$ cat src/rtl/gcd_sequencer_if.sv
// Purpose : bundles the sequencer's upstream operand port, downstream result
//           port and the 4-phase req/ack link to the subtract-loop gcd engine.
// Latency : n/a (wiring only).
// Backpr. : in_valid/in_ready and out_valid/out_ready; gcd_req/gcd_ack 4-phase.
// Modports: master = sequencer side (drives in_ready, out_*, gcd_req, gcd_ab);
//           slave  = environment side (upstream producer, consumer, engine).
interface gcd_sequencer_if #(
  parameter int WIDTH = 16
);
  logic             in_valid;
  logic             in_ready;
  logic [WIDTH-1:0] in_a;
  logic [WIDTH-1:0] in_b;
  logic             out_valid;
  logic             out_ready;
  logic [WIDTH-1:0] out_result;
  logic             out_timeout;
  logic             gcd_req;
  logic [WIDTH-1:0] gcd_ab;
  logic             gcd_ack;
  logic [WIDTH-1:0] gcd_c;

  modport master (
    input  in_valid, in_a, in_b, out_ready, gcd_ack, gcd_c,
    output in_ready, out_valid, out_result, out_timeout, gcd_req, gcd_ab
  );

  modport slave (
    output in_valid, in_a, in_b, out_ready, gcd_ack, gcd_c,
    input  in_ready, out_valid, out_result, out_timeout, gcd_req, gcd_ab
  );
endinterface

$ cat src/rtl/gcd_sequencer.sv
// Purpose : front end for the gcd engine; takes an (A,B) pair, sends A then B
//           over the shared AB bus with 4-phase req/ack, returns C.
// Latency : zero operand -> result 1 cycle after accept; otherwise 4 handshake
//           cycles plus engine latency.
// Backpr. : in_ready only in IDLE; result held in DONE until out_ready.
// Ports   : clk, reset (async, active-high); bus (gcd_sequencer_if.master):
//           in_valid/in_ready/in_a/in_b, out_valid/out_ready/out_result/
//           out_timeout, gcd_req/gcd_ab/gcd_ack/gcd_c.
// Options : define GCD_SEQ_TIMEOUT_EN to abort the B phase after
//           TIMEOUT_CYCLES cycles without ack (result 0, out_timeout=1).
module gcd_sequencer #(
  parameter int WIDTH          = 16,
  parameter int TIMEOUT_CYCLES = 65535
) (
  input  logic          clk,
  input  logic          reset,
  gcd_sequencer_if.master bus
);

  typedef enum logic [2:0] {
    IDLE,
    SEND_A,
    REL_A,
    SEND_B,
    REL_B,
    DONE
  } state_t;

  state_t           state, state_nxt;
  logic [WIDTH-1:0] ra, rb;
  logic [WIDTH-1:0] res_q;
  logic             to_q;

  logic             load_ops;
  logic             bypass;
  logic [WIDTH-1:0] bypass_val;
  logic             capture;
  logic             timeout_hit;
  logic             timeout_now;

`ifdef GCD_SEQ_TIMEOUT_EN
  // Held at zero outside SEND_B, so it is cleared on every entry to SEND_B.
  logic [31:0] wd_cnt;

  always_ff @(posedge clk or posedge reset) begin
    if (reset) begin
      wd_cnt <= '0;
    end else if (state != SEND_B) begin
      wd_cnt <= '0;
    end else begin
      wd_cnt <= wd_cnt + 32'd1;
    end
  end

  // Fires on the TIMEOUT_CYCLES-th cycle of SEND_B, so req is high exactly
  // TIMEOUT_CYCLES cycles before it is dropped.
  assign timeout_now = (wd_cnt == 32'(TIMEOUT_CYCLES - 1));
`else
  logic unused_timeout_cfg;
  assign unused_timeout_cfg = (TIMEOUT_CYCLES == 0);
  assign timeout_now        = 1'b0;
`endif

  always_ff @(posedge clk or posedge reset) begin
    if (reset) begin
      state <= IDLE;
    end else begin
      state <= state_nxt;
    end
  end

  always_comb begin
    state_nxt   = state;
    load_ops    = 1'b0;
    bypass      = 1'b0;
    bypass_val  = '0;
    capture     = 1'b0;
    timeout_hit = 1'b0;
    case (state)
      IDLE: begin
        if (bus.in_valid) begin
          load_ops = 1'b1;
          // The engine never terminates on a zero operand, so answer here.
          // A==0 also covers A==B==0 (result is B, which is 0).
          if (bus.in_a == '0) begin
            bypass     = 1'b1;
            bypass_val = bus.in_b;
            state_nxt  = DONE;
          end else if (bus.in_b == '0) begin
            bypass     = 1'b1;
            bypass_val = bus.in_a;
            state_nxt  = DONE;
          end else begin
            state_nxt = SEND_A;
          end
        end
      end
      SEND_A: begin
        if (bus.gcd_ack) state_nxt = REL_A;
      end
      REL_A: begin
        if (!bus.gcd_ack) state_nxt = SEND_B;
      end
      SEND_B: begin
        // A real ack wins over a watchdog expiry in the same cycle.
        if (bus.gcd_ack) begin
          capture   = 1'b1;
          state_nxt = REL_B;
        end else if (timeout_now) begin
          timeout_hit = 1'b1;
          state_nxt   = REL_B;
        end
      end
      REL_B: begin
        if (!bus.gcd_ack) state_nxt = DONE;
      end
      DONE: begin
        if (bus.out_ready) state_nxt = IDLE;
      end
      default: state_nxt = IDLE;
    endcase
  end

  always_ff @(posedge clk or posedge reset) begin
    if (reset) begin
      ra    <= '0;
      rb    <= '0;
      res_q <= '0;
      to_q  <= 1'b0;
    end else begin
      if (load_ops) begin
        ra   <= bus.in_a;
        rb   <= bus.in_b;
        to_q <= 1'b0;
      end
      if (bypass)  res_q <= bypass_val;
      if (capture) res_q <= bus.gcd_c;
      if (timeout_hit) begin
        res_q <= '0;
        to_q  <= 1'b1;
      end
    end
  end

  // All outputs come from state and registers only.
  assign bus.in_ready    = (state == IDLE);
  assign bus.out_valid   = (state == DONE);
  assign bus.gcd_req     = (state == SEND_A) || (state == SEND_B);
  // AB flips to B only on REL_A->SEND_B (ack already low) and stays on B
  // through REL_B/DONE so it never moves while the engine holds ack.
  assign bus.gcd_ab      = ((state == SEND_B) || (state == REL_B) || (state == DONE)) ? rb : ra;
  assign bus.out_result  = res_q;
  assign bus.out_timeout = to_q;

endmodule
$ cat src/flat_wrapper.sv
// flat-port wrapper written by rule: the top's interface ports become plain ports
module gcd_sequencer_flat 
#(
  parameter int WIDTH          = 16,
  parameter int TIMEOUT_CYCLES = 65535
)
  (clk, reset, bus_in_valid, bus_in_a, bus_in_b, bus_out_ready, bus_gcd_ack, bus_gcd_c, bus_in_ready, bus_out_valid, bus_out_result, bus_out_timeout, bus_gcd_req, bus_gcd_ab);
  gcd_sequencer_if #(.WIDTH(WIDTH)) bus_i ();
  input  logic clk;
  input  logic reset;
  input wire logic [$bits(bus_i.in_valid)-1:0] bus_in_valid;
  input wire logic [$bits(bus_i.in_a)-1:0] bus_in_a;
  input wire logic [$bits(bus_i.in_b)-1:0] bus_in_b;
  input wire logic [$bits(bus_i.out_ready)-1:0] bus_out_ready;
  input wire logic [$bits(bus_i.gcd_ack)-1:0] bus_gcd_ack;
  input wire logic [$bits(bus_i.gcd_c)-1:0] bus_gcd_c;
  output wire logic [$bits(bus_i.in_ready)-1:0] bus_in_ready;
  output wire logic [$bits(bus_i.out_valid)-1:0] bus_out_valid;
  output wire logic [$bits(bus_i.out_result)-1:0] bus_out_result;
  output wire logic [$bits(bus_i.out_timeout)-1:0] bus_out_timeout;
  output wire logic [$bits(bus_i.gcd_req)-1:0] bus_gcd_req;
  output wire logic [$bits(bus_i.gcd_ab)-1:0] bus_gcd_ab;
  assign bus_i.in_valid = bus_in_valid;
  assign bus_i.in_a = bus_in_a;
  assign bus_i.in_b = bus_in_b;
  assign bus_i.out_ready = bus_out_ready;
  assign bus_i.gcd_ack = bus_gcd_ack;
  assign bus_i.gcd_c = bus_gcd_c;
  assign bus_in_ready = bus_i.in_ready;
  assign bus_out_valid = bus_i.out_valid;
  assign bus_out_result = bus_i.out_result;
  assign bus_out_timeout = bus_i.out_timeout;
  assign bus_gcd_req = bus_i.gcd_req;
  assign bus_gcd_ab = bus_i.gcd_ab;
  gcd_sequencer #(.WIDTH(WIDTH), .TIMEOUT_CYCLES(TIMEOUT_CYCLES)) u_core (.clk(clk), .reset(reset), .bus(bus_i));
endmodule
$ cat config.mk
export PLATFORM = sky130hd
export DESIGN_NAME = gcd_sequencer_flat
export DESIGN_NICKNAME = d
export VERILOG_FILES = /design/src/rtl/gcd_sequencer_if.sv /design/src/rtl/gcd_sequencer.sv /design/src/flat_wrapper.sv
export SDC_FILE = /design/constraint.sdc
export NUM_CORES = 1
export LEC_CHECK = 0
export CAP_MARGIN = 15
export CORE_MARGIN = 1.5
export CORE_UTILIZATION = 42
export DETAILED_ROUTE_END_ITERATION = 8
export MAX_ROUTING_LAYER = met4
export PLACE_DENSITY = 0.77
export SYNTH_ARGS = -nofsm -noshare
export SYNTH_HDL_FRONTEND = slang
export SYNTH_SLANG_ARGS = --single-unit
$ cat constraint.sdc
create_clock -name clk -period 1.7 [get_ports clk]
set_clock_uncertainty 0.05 [all_clocks]
set_input_delay 0.34 -clock clk [delete_from_list [all_inputs] [get_ports clk]]
set_output_delay 0.34 -clock clk [all_outputs]
set_load 0.1 [all_outputs]
**Word level (Yosys, flattened, before mapping)**

Index checks and enable logic that the tools add are counted.

- Equality and inequality tests: 11
- Mux-type cells: 24
- Reduce and logical (&&, ||, !) cells: 8

Operators by type and width:

| operator | count |
|---|---|
| 16-bit 2-to-1 mux | 7 |
| 16-bit logical NOT | 2 |
| 3-bit 2-to-1 mux | 8 |
| 3-bit one-hot mux with 6 select lines | 1 |
| 2-bit != test (second input constant) | 6 |
| 1-bit 2-to-1 mux | 8 |
| 3-bit by 2-bit == test with 1-bit output (second input constant) | 2 |
| 3-bit == test (second input constant) | 2 |
| 6-bit AND reduction | 1 |
| 3-bit by 1-bit == test with 1-bit output (second input constant) | 1 |
| 3-bit logical NOT | 1 |
| 1-bit logical OR | 3 |
| 2-bit nonzero test | 1 |

- Flip-flop bits (word level): 51
- Output and inout port bits: 36
- Word-level logic and storage cells: 47

**Depth between registers and ports, before layout**

Gate-level depths: netlist of the first run.

- Depth in word-level cells: 7
- Mapped depth: 7

**Worst setup path after synthesis of the first run**

OpenSTA, ideal clock, no wires.

- Kind: reg-to-output
- From: register u_core.state[2]
- To: output port bus_in_ready
- Arrival time: 2640 ps
- Required time: 1310 ps
- Path slack: -1330 ps
- Stages on the path, launching flop included: 3
- Buffers on the path: 1
- Cells stage by stage: dfrtp_1 -> buf_4 -> nor3_1

- Word-level cells in the longest chain between the ends: 1

RTL lines:

| element | RTL line | text |
|---|---|---|
| from (decl) | gcd_sequencer.sv:29 | `state_t state, state_nxt;` |
| from (signal assigned) | gcd_sequencer.sv:68 | `state <= state_nxt;` |
| 3-bit logical NOT | gcd_sequencer.sv:146 | `assign bus.in_ready = (state == IDLE);` |
| to (decl) | flat_wrapper.sv:17 | `output wire logic [$bits(bus_i.in_ready)-1:0] bus_in_ready;` |

Every way passes these cells.

**Final worst setup path of the first run**

- From: register u_core.state[0]
- To: output port bus_gcd_ab[8]

- Word-level cells in the longest chain between the ends: 4
- Elaborated cells on any way between the ends: 6
- Those cells by class: eq/ne: 3; mux: 1; reduce/logical: 2

RTL lines:

| element | RTL line | text |
|---|---|---|
| 3-bit by 2-bit == test with 1-bit output or 3-bit == test (tied branches) | gcd_sequencer.sv:151 | `assign bus.gcd_ab = ((state == SEND_B) \|\| (state == REL_B) \|\| (state == DONE)) ? rb : ra;` |
| 1-bit logical OR | gcd_sequencer.sv:151 |  |
| 1-bit logical OR (*) | gcd_sequencer.sv:151 |  |
| 16-bit 2-to-1 mux (*) | gcd_sequencer.sv:151 |  |
| to (decl) | flat_wrapper.sv:22 | `output wire logic [$bits(bus_i.gcd_ab)-1:0] bus_gcd_ab;` |

Every way passes the cells marked *; elsewhere a longest branch is shown, timed or not.

==> run metrics, run 1 <==
# nets final=416; CTS Root Cell=clkbuf_8; top cells by area in the synthesized netlist=dfrtp_1 47%, mux2_2 14%, mux2_4 6.1%; global-route wire length before repair=15.1 mm; cell breakdown of the critical path=nor2b_4 > mux2_4 > buf_6 > mux2_4 > buf_12; width of the chip=83.5 um; clk slew on worst S/H paths=100 ps; max-cap violation count=0; share of cells above drive strength 1=53.6%; CP arrival=1840 ps; Die Ht=83.5 um; RR Endpoint=u_core.bus.out_result[0]$_DFFE_PP0P_; pin count of the biggest net entering global routing=52; CTS Buf Count=5; Placed Area=0.00433 mm^2; drt initial violations=368; Top delay family on crit path=multiplexers; commonest cells after routing, fill and taps aside=51 x dfrtp_1, 50 x buf_4, 40 x buf_12, 39 x clkdlybuf4s50_1, 34 x mux2_2; most frequent CP cell=mux2_4; Initial Util=43.1%; io pins=89; RD Place Congestion=0.942; fin crit share=131%; Crit. End Element=output pin; Stages on worst setup path=5; routed length per instance=23.3 um; die area=0.00697 mm^2; area leader, netlist=dfrtp_1; unrepaired setup endpoints after global routing=true; area grow syn2layout=82.0%; worst slack at placement=-619 ps; R2R depth=8; min cycle time layout=2230 ps; Worst Path Buf+Inv=2; post-synthesis register bit count=51; Total Routing Usage GR=28.9%; via count=2,698; Pre-antenna DRT Iters=5; Final Non-Filler Cells=441; commonest non-fill, non-tap cell in the layout=dfrtp_1; CTS Hold Bufs=0; violated checks=setup timing; clock tree buffer depth=2; Final WS setup=-534 ps; CTS tree=built; startpoint types=register; CTS sink count=51; Worst Path Required=1310 ps; RR Startpoint=u_core.state[0]$_DFFE_PP0P_; initial antenna violation count=0; Cells after Synth=217; DRT Wirelength=10.3 mm; antenna cells=0; post-route ant nets=0; syn_area_per_cell=12.5 um^2; fin area=0.00496 mm^2; Fin. Hold Viols=0; register area share after synthesis=46.9%; Synth Warn #=0; Unique masters post-synth=31; Final setup viols=66; Setup crit end=bus_gcd_ab[8]; fill cell count=340; I/O Buffers=87; Synth top area share=46.9%; Remaining DRCs=0; Net Count, Synth=270; FP Rows=29; Crit-path slowest cell=dfrtp_1; Worst Hold Class=in -> async; DP Cell Count=417; core area=0.00631 mm^2; vias per std cell=6.12; clock latency at the later pin of the worst-skew pair=330 ps; max-slew violations=0; vias in the first global route=2,780; peak per-stage delay on the critical path=400 ps; mapped cell area=0.00272 mm^2; htree depth=2; post-DP HPWL=6.23 mm; WS Path Type=reg -> out; Crit. Startpoint=u_core.state[0]$_DFFE_PP0P_; Worst R2R Setup Slack=-220 ps; Crit Path Max Fanout=4; fmax=448 MHz; run status=complete, but fails checks; GRT Residual Overflow=0
## area by class of cell
cell class              instances  area [um^2]  share of cell area (%)
flip-flops and latches         51         1280                    25.8
well taps                      77         96.3                    1.94
multi-input cells             146         1420                    28.7
clock buffers                   5         68.8                    1.39
clock inverters                 3         67.6                    1.36
inverters                       1         3.75                  0.0757
repair buffers                158         2020                    40.8
## Yosys cell counts (all sizes together)
library cell and instances:
a21o 1, a21oi 1, a31oi 1, a32oi 16
and3 1, and3b 1, and4 2, buf 20
conb 1, dfrtp 51, inv 1, mux2 49
nand2 19, nand2b 2, nand3 17, nor2 3
nor2b 1, nor3 2, nor4 9, o211ai 16
o21a 1, o32ai 1, xor2 1
## state kept, by name, summed over array words and instances (netlist names)
name,count
u_core.ra,16
u_core.state,3
u_core.bus.out_result,16
u_core.rb,16
## tightest hold or removal path, delay by kind of cell
kind,cells,cell delay (ps)
buffers and inverters,3,740
## worst min-delay path by stage
stage	slack, ps	end	start	depth (start not counted)
floorplan	400	u_core.state[0]$_DFFE_PP0P_	bus_gcd_ack	1
global placement	410	u_core.rb[3]$_DFFE_PP0P_	u_core.rb[3]$_DFFE_PP0P_	1
detailed placement	420	u_core.rb[15]$_DFFE_PP0P_	u_core.rb[15]$_DFFE_PP0P_	1
CTS	340	u_core.state[0]$_DFFE_PP0P_	reset	3
global route	350	u_core.rb[11]$_DFFE_PP0P_	bus_in_b[11]	2
finish	310	u_core.bus.out_result[14]$_DFFE_PP0P_	reset	3
## per-layer routing
| metal | global-route usage (%) | share of wire [%] | routed length, um |
|---|---|---|---|
| met5 | - | 0 | 0 |
| met3 | 5.14 | 7.1 | 729 |
| met2 | 44.6 | 47 | 4880 |
| met4 | 17.1 | 6.0 | 622 |
| met1 | 35.8 | 39 | 4050 |
## per-stage QoR
step	setup TNS (ps)	utilization (%)	hold slack, ps
2_1_floorplan	-11710	-	400
3_5_place_dp	-23130	68.6	425
3_3_place_gp	-22150	68.6	411
5_1_grt	-17790	78.5	353
6_report	-14660	78.5	307
4_1_cts	-16150	76.0	338
## timing repair
item	in CTS	in global routing
gates cloned	7	1
resized for setup	24	28
pin swaps	9	7
hold endpoints to repair	0	0
setup buffers	7	1
setup endpoints to repair	67	67
## cells by family (layout without fill, tap and decap cells)
| kind of cell | count (synthesis) | after routing | synth area share, % |
|---|---|---|---|
| other | 1 | 1 | 0.138 |
| DFF | 51 | 51 | 46.9 |
| buffers and inverters | 21 | 167 | 6.48 |
| muxes | 49 | 49 | 21.8 |
| AOI/OAI and AO/OA | 37 | 38 | 13.0 |
| and+or+nand+nor | 57 | 57 | 11.4 |
| xor gates and xnor gates | 1 | 1 | 0.322 |
Power of run 1 is not shown: default switching activity piles up to over one toggle a cycle in this logic, so the estimate is an artifact.
==> inputs of run 2 (changes only) <==
--- a/config.mk
+++ b/config.mk
@@ -5,12 +5,13 @@
 export SDC_FILE = /design/constraint.sdc
 export NUM_CORES = 1
 export LEC_CHECK = 0
+export ABC_AREA = 1
 export CAP_MARGIN = 15
 export CORE_MARGIN = 1.5
 export CORE_UTILIZATION = 42
 export DETAILED_ROUTE_END_ITERATION = 8
 export MAX_ROUTING_LAYER = met4
-export PLACE_DENSITY = 0.77
+export PLACE_DENSITY = 0.76
 export SYNTH_ARGS = -nofsm -noshare
 export SYNTH_HDL_FRONTEND = slang
 export SYNTH_SLANG_ARGS = --single-unit
==> run 2 against run 1 <==
The flow finishes with violations (DRC, setup timing). Critical path depth is 2 higher. Die area increased by 4.7%. Routed wire length decreased by 14%. Maximum frequency grew 4.4%. First-iteration DRC count fell by 30%. Critical path type unchanged. Largest cell class unchanged. Highest routed layer unchanged.
==> run metrics, run 2 <==
run status=complete, but fails checks; violated checks=DRC, setup timing; width of the chip=85.5 um (+2.3%); Unique masters post-synth=23 (-26%); Net Count, Synth=436 (+61%); Synth top area share=44.7% (-2.2 points); htree depth=2 (unchanged); post-synthesis register bit count=51 (unchanged); commonest cells after routing, fill and taps aside=96 x nand2_1, 62 x nand3_1, 52 x clkdlybuf4s50_1, 48 x dfrtp_1, 44 x buf_4; RD Place Congestion=0.905 (-3.9%); Async SR Flop Fraction=100% (unchanged); CTS Root Cell=clkbuf_8; hold slack=320 ps (+13.3 ps); Remaining DRCs=2 (+2); CTS tree=built; via count=3,156 (+17%); Worst R2R Setup Slack=70 ps (+290 ps); R2R depth=9 (+1); Final WS setup=-440 ps (+94.2 ps); I/O Buffers=87 (unchanged); core area=0.00646 mm^2 (+2.3%); syn_area_per_cell=7.46 um^2 (-41%); area leader, netlist=dfrtp_1; most frequent cell after synthesis=nand2_1; post-route ant nets=0 (unchanged); die area=0.00731 mm^2 (+4.7%); Final setup viols=18 (-73%); RR Endpoint=u_core.bus.out_result[0]$_DFFE_PP0P_; Crit. End Element=output pin; max-cap violation count=0 (unchanged); mapped cell area=0.00286 mm^2 (+4.9%); clock tree buffer depth=2 (unchanged); met2 routed WL=4.74 mm (-2.8%); WL met1=3.45 mm (-15%); clock latency at the later pin of the worst-skew pair=310 ps (-20 ps); pin count of the biggest net entering global routing=52 (unchanged); Crit Path Max Fanout=11 (+7); global-route wire length before repair=14.7 mm (-2.6%); vias per std cell=5.37 (-12%); drt initial violations=256 (-30%); Cells after Synth=383 (+76%); Synth Warn #=0 (unchanged); min cycle time layout=2140 ps (-94.2 ps); final setup TNS=-6720 ps (+7930 ps); commonest non-fill, non-tap cell in the layout=nand2_1; Die Ht=85.5 um (+2.3%); Fin. Hold Viols=0 (unchanged); EDFF count, synth=0 (unchanged); clk slew on worst S/H paths=90 ps (about the same); CTS Buf Count=5 (unchanged); share of cells above drive strength 1=33.3% (-20 points); fin crit share=126% (-5.5 points); CTS sink count=51 (unchanged); commonest cells in the synthesized netlist=112 x nand2_1, 82 x nand3_1, 51 x dfrtp_1; FP Rows=29 (unchanged); Total Routing Usage GR=26.3% (-2.6 points); DRT Wirelength=8.86 mm (-14%); Top Layer Used=met4; fmax=467 MHz (+4.4%); CP arrival=1750 ps (-90 ps); startpoint types=register; top cells by area in the synthesized netlist=dfrtp_1 45%, nand2_1 15%, nand3_1 14%; Pre-antenna DRT Iters=7 (+2); max-slew violations=0 (unchanged); RR Startpoint=u_core.state[0]$_DFFE_PP0P_; register area share after synthesis=44.7% (-2.2 points); area grow syn2layout=75.2%; Met3 Wirelength=486 um (-33%); WS Path Type=reg -> out; routed length per instance=15.1 um (-35%); vias in the first global route=3,080 (+11%); initial antenna violation count=0 (unchanged); post-DP HPWL=6.72 mm (+7.9%); antenna cells=0 (unchanged); GRT Residual Overflow=0 (unchanged); Worst Hold Class=in -> async; unrepaired setup endpoints after global routing=true; io pins=89 (unchanged); Worst Path Required=1310 ps (about the same); Synth Flop Type=dfrtp_1; # nets final=564 (+36%); Initial Util=44.2% (+1.1 points); worst slack at placement=-208 ps (+411 ps)
## run 2: changes by cell type after synthesis, sizes merged, moves of 4 or more
cell,change
nand3,+66
inv,+36
nand2,+101
mux2,-49
o21ai,+44
o211ai,-16
nor2,+22
a32oi,-16
nor4,-9
buf,-4
## run 2: kinds of logic (layout without fill, tap and decap cells)
| logic type | count (synthesis) | after routing | share of synthesized area (%) |
|---|---|---|---|
| AO/OA/AOI/OAI | 47 | 47 | 9.94 |
| XOR/XNOR | 1 | 1 | 0.307 |
| buffers and inverters | 55 | 183 | 8.63 |
| flip-flops | 51 | 51 | 44.7 |
| other | 1 | 1 | 0.131 |
| AND/OR/NAND/NOR | 228 | 228 | 36.3 |
## run 2: repair_timing
item	CTS	global route
hold buffers	0	0
resized for setup	14	16
pin swaps	3	1
endpoints found under the setup margin	38	40
setup buffers	2	3
## run 2: cell type report
cell class / count / area [um^2]
Timing Repair Buffer: 139 / 1690
Inverter: 37 / 154
Clock inverter: 1 / 30.0
Tap cell: 77 / 96.3
Sequential cell: 51 / 1280
Multi-Input combinational cell: 277 / 1680
Fill cell: 429 / 1450
Clock buffer: 6 / 72.6
## run 2: worst max-delay path: stages (launching register included)
cell     delay (ps)
dfrtp_2         450
inv_2            90
nor2_4           40
a22oi_2         200
nand2_4         110
buf_12          180
o21ai_4         170
buf_12          190
## run 2: routing by layer
layer / vias to the layer above / global-route usage (%)
met2: 121 / 45.1
met3: 20 / 3.60
li1: 1497 / -
met5: - / -
met1: 1518 / 32.5
met4: 0 / 7.33
## run 2: how the worst max path moves through the flow
stage / from / to / depth (start not counted)
2_1_floorplan: u_core.state[0]$_DFFE_PP0P_ / bus_gcd_ab[11] / 7
3_3_place_gp: bus_in_a[8] / u_core.bus.out_result[10]$_DFFE_PP0P_ / 10
3_5_place_dp: bus_in_a[8] / u_core.bus.out_result[12]$_DFFE_PP0P_ / 10
4_1_cts: u_core.state[0]$_DFFE_PP0P_ / bus_gcd_ab[6] / 7
5_1_grt: u_core.state[0]$_DFFE_PP0P_ / bus_gcd_ab[6] / 7
6_report: u_core.state[0]$_DFFE_PP0P_ / bus_gcd_ab[6] / 7
## run 2: metrics by stage
| stage | cell area, um^2 | cells | util [%] |
|---|---|---|---|
| final | 5000 | 588 | 77.5 |
| after global routing | 5000 | 588 | 77.5 |
| after CTS | 4940 | 585 | 76.4 |
| after detailed placement | 4770 | 577 | 73.9 |
| after global placement | 4770 | 577 | 73.9 |
| after floorplan | 3150 | 383 | - |
Power of run 2 is left out for the same reason.
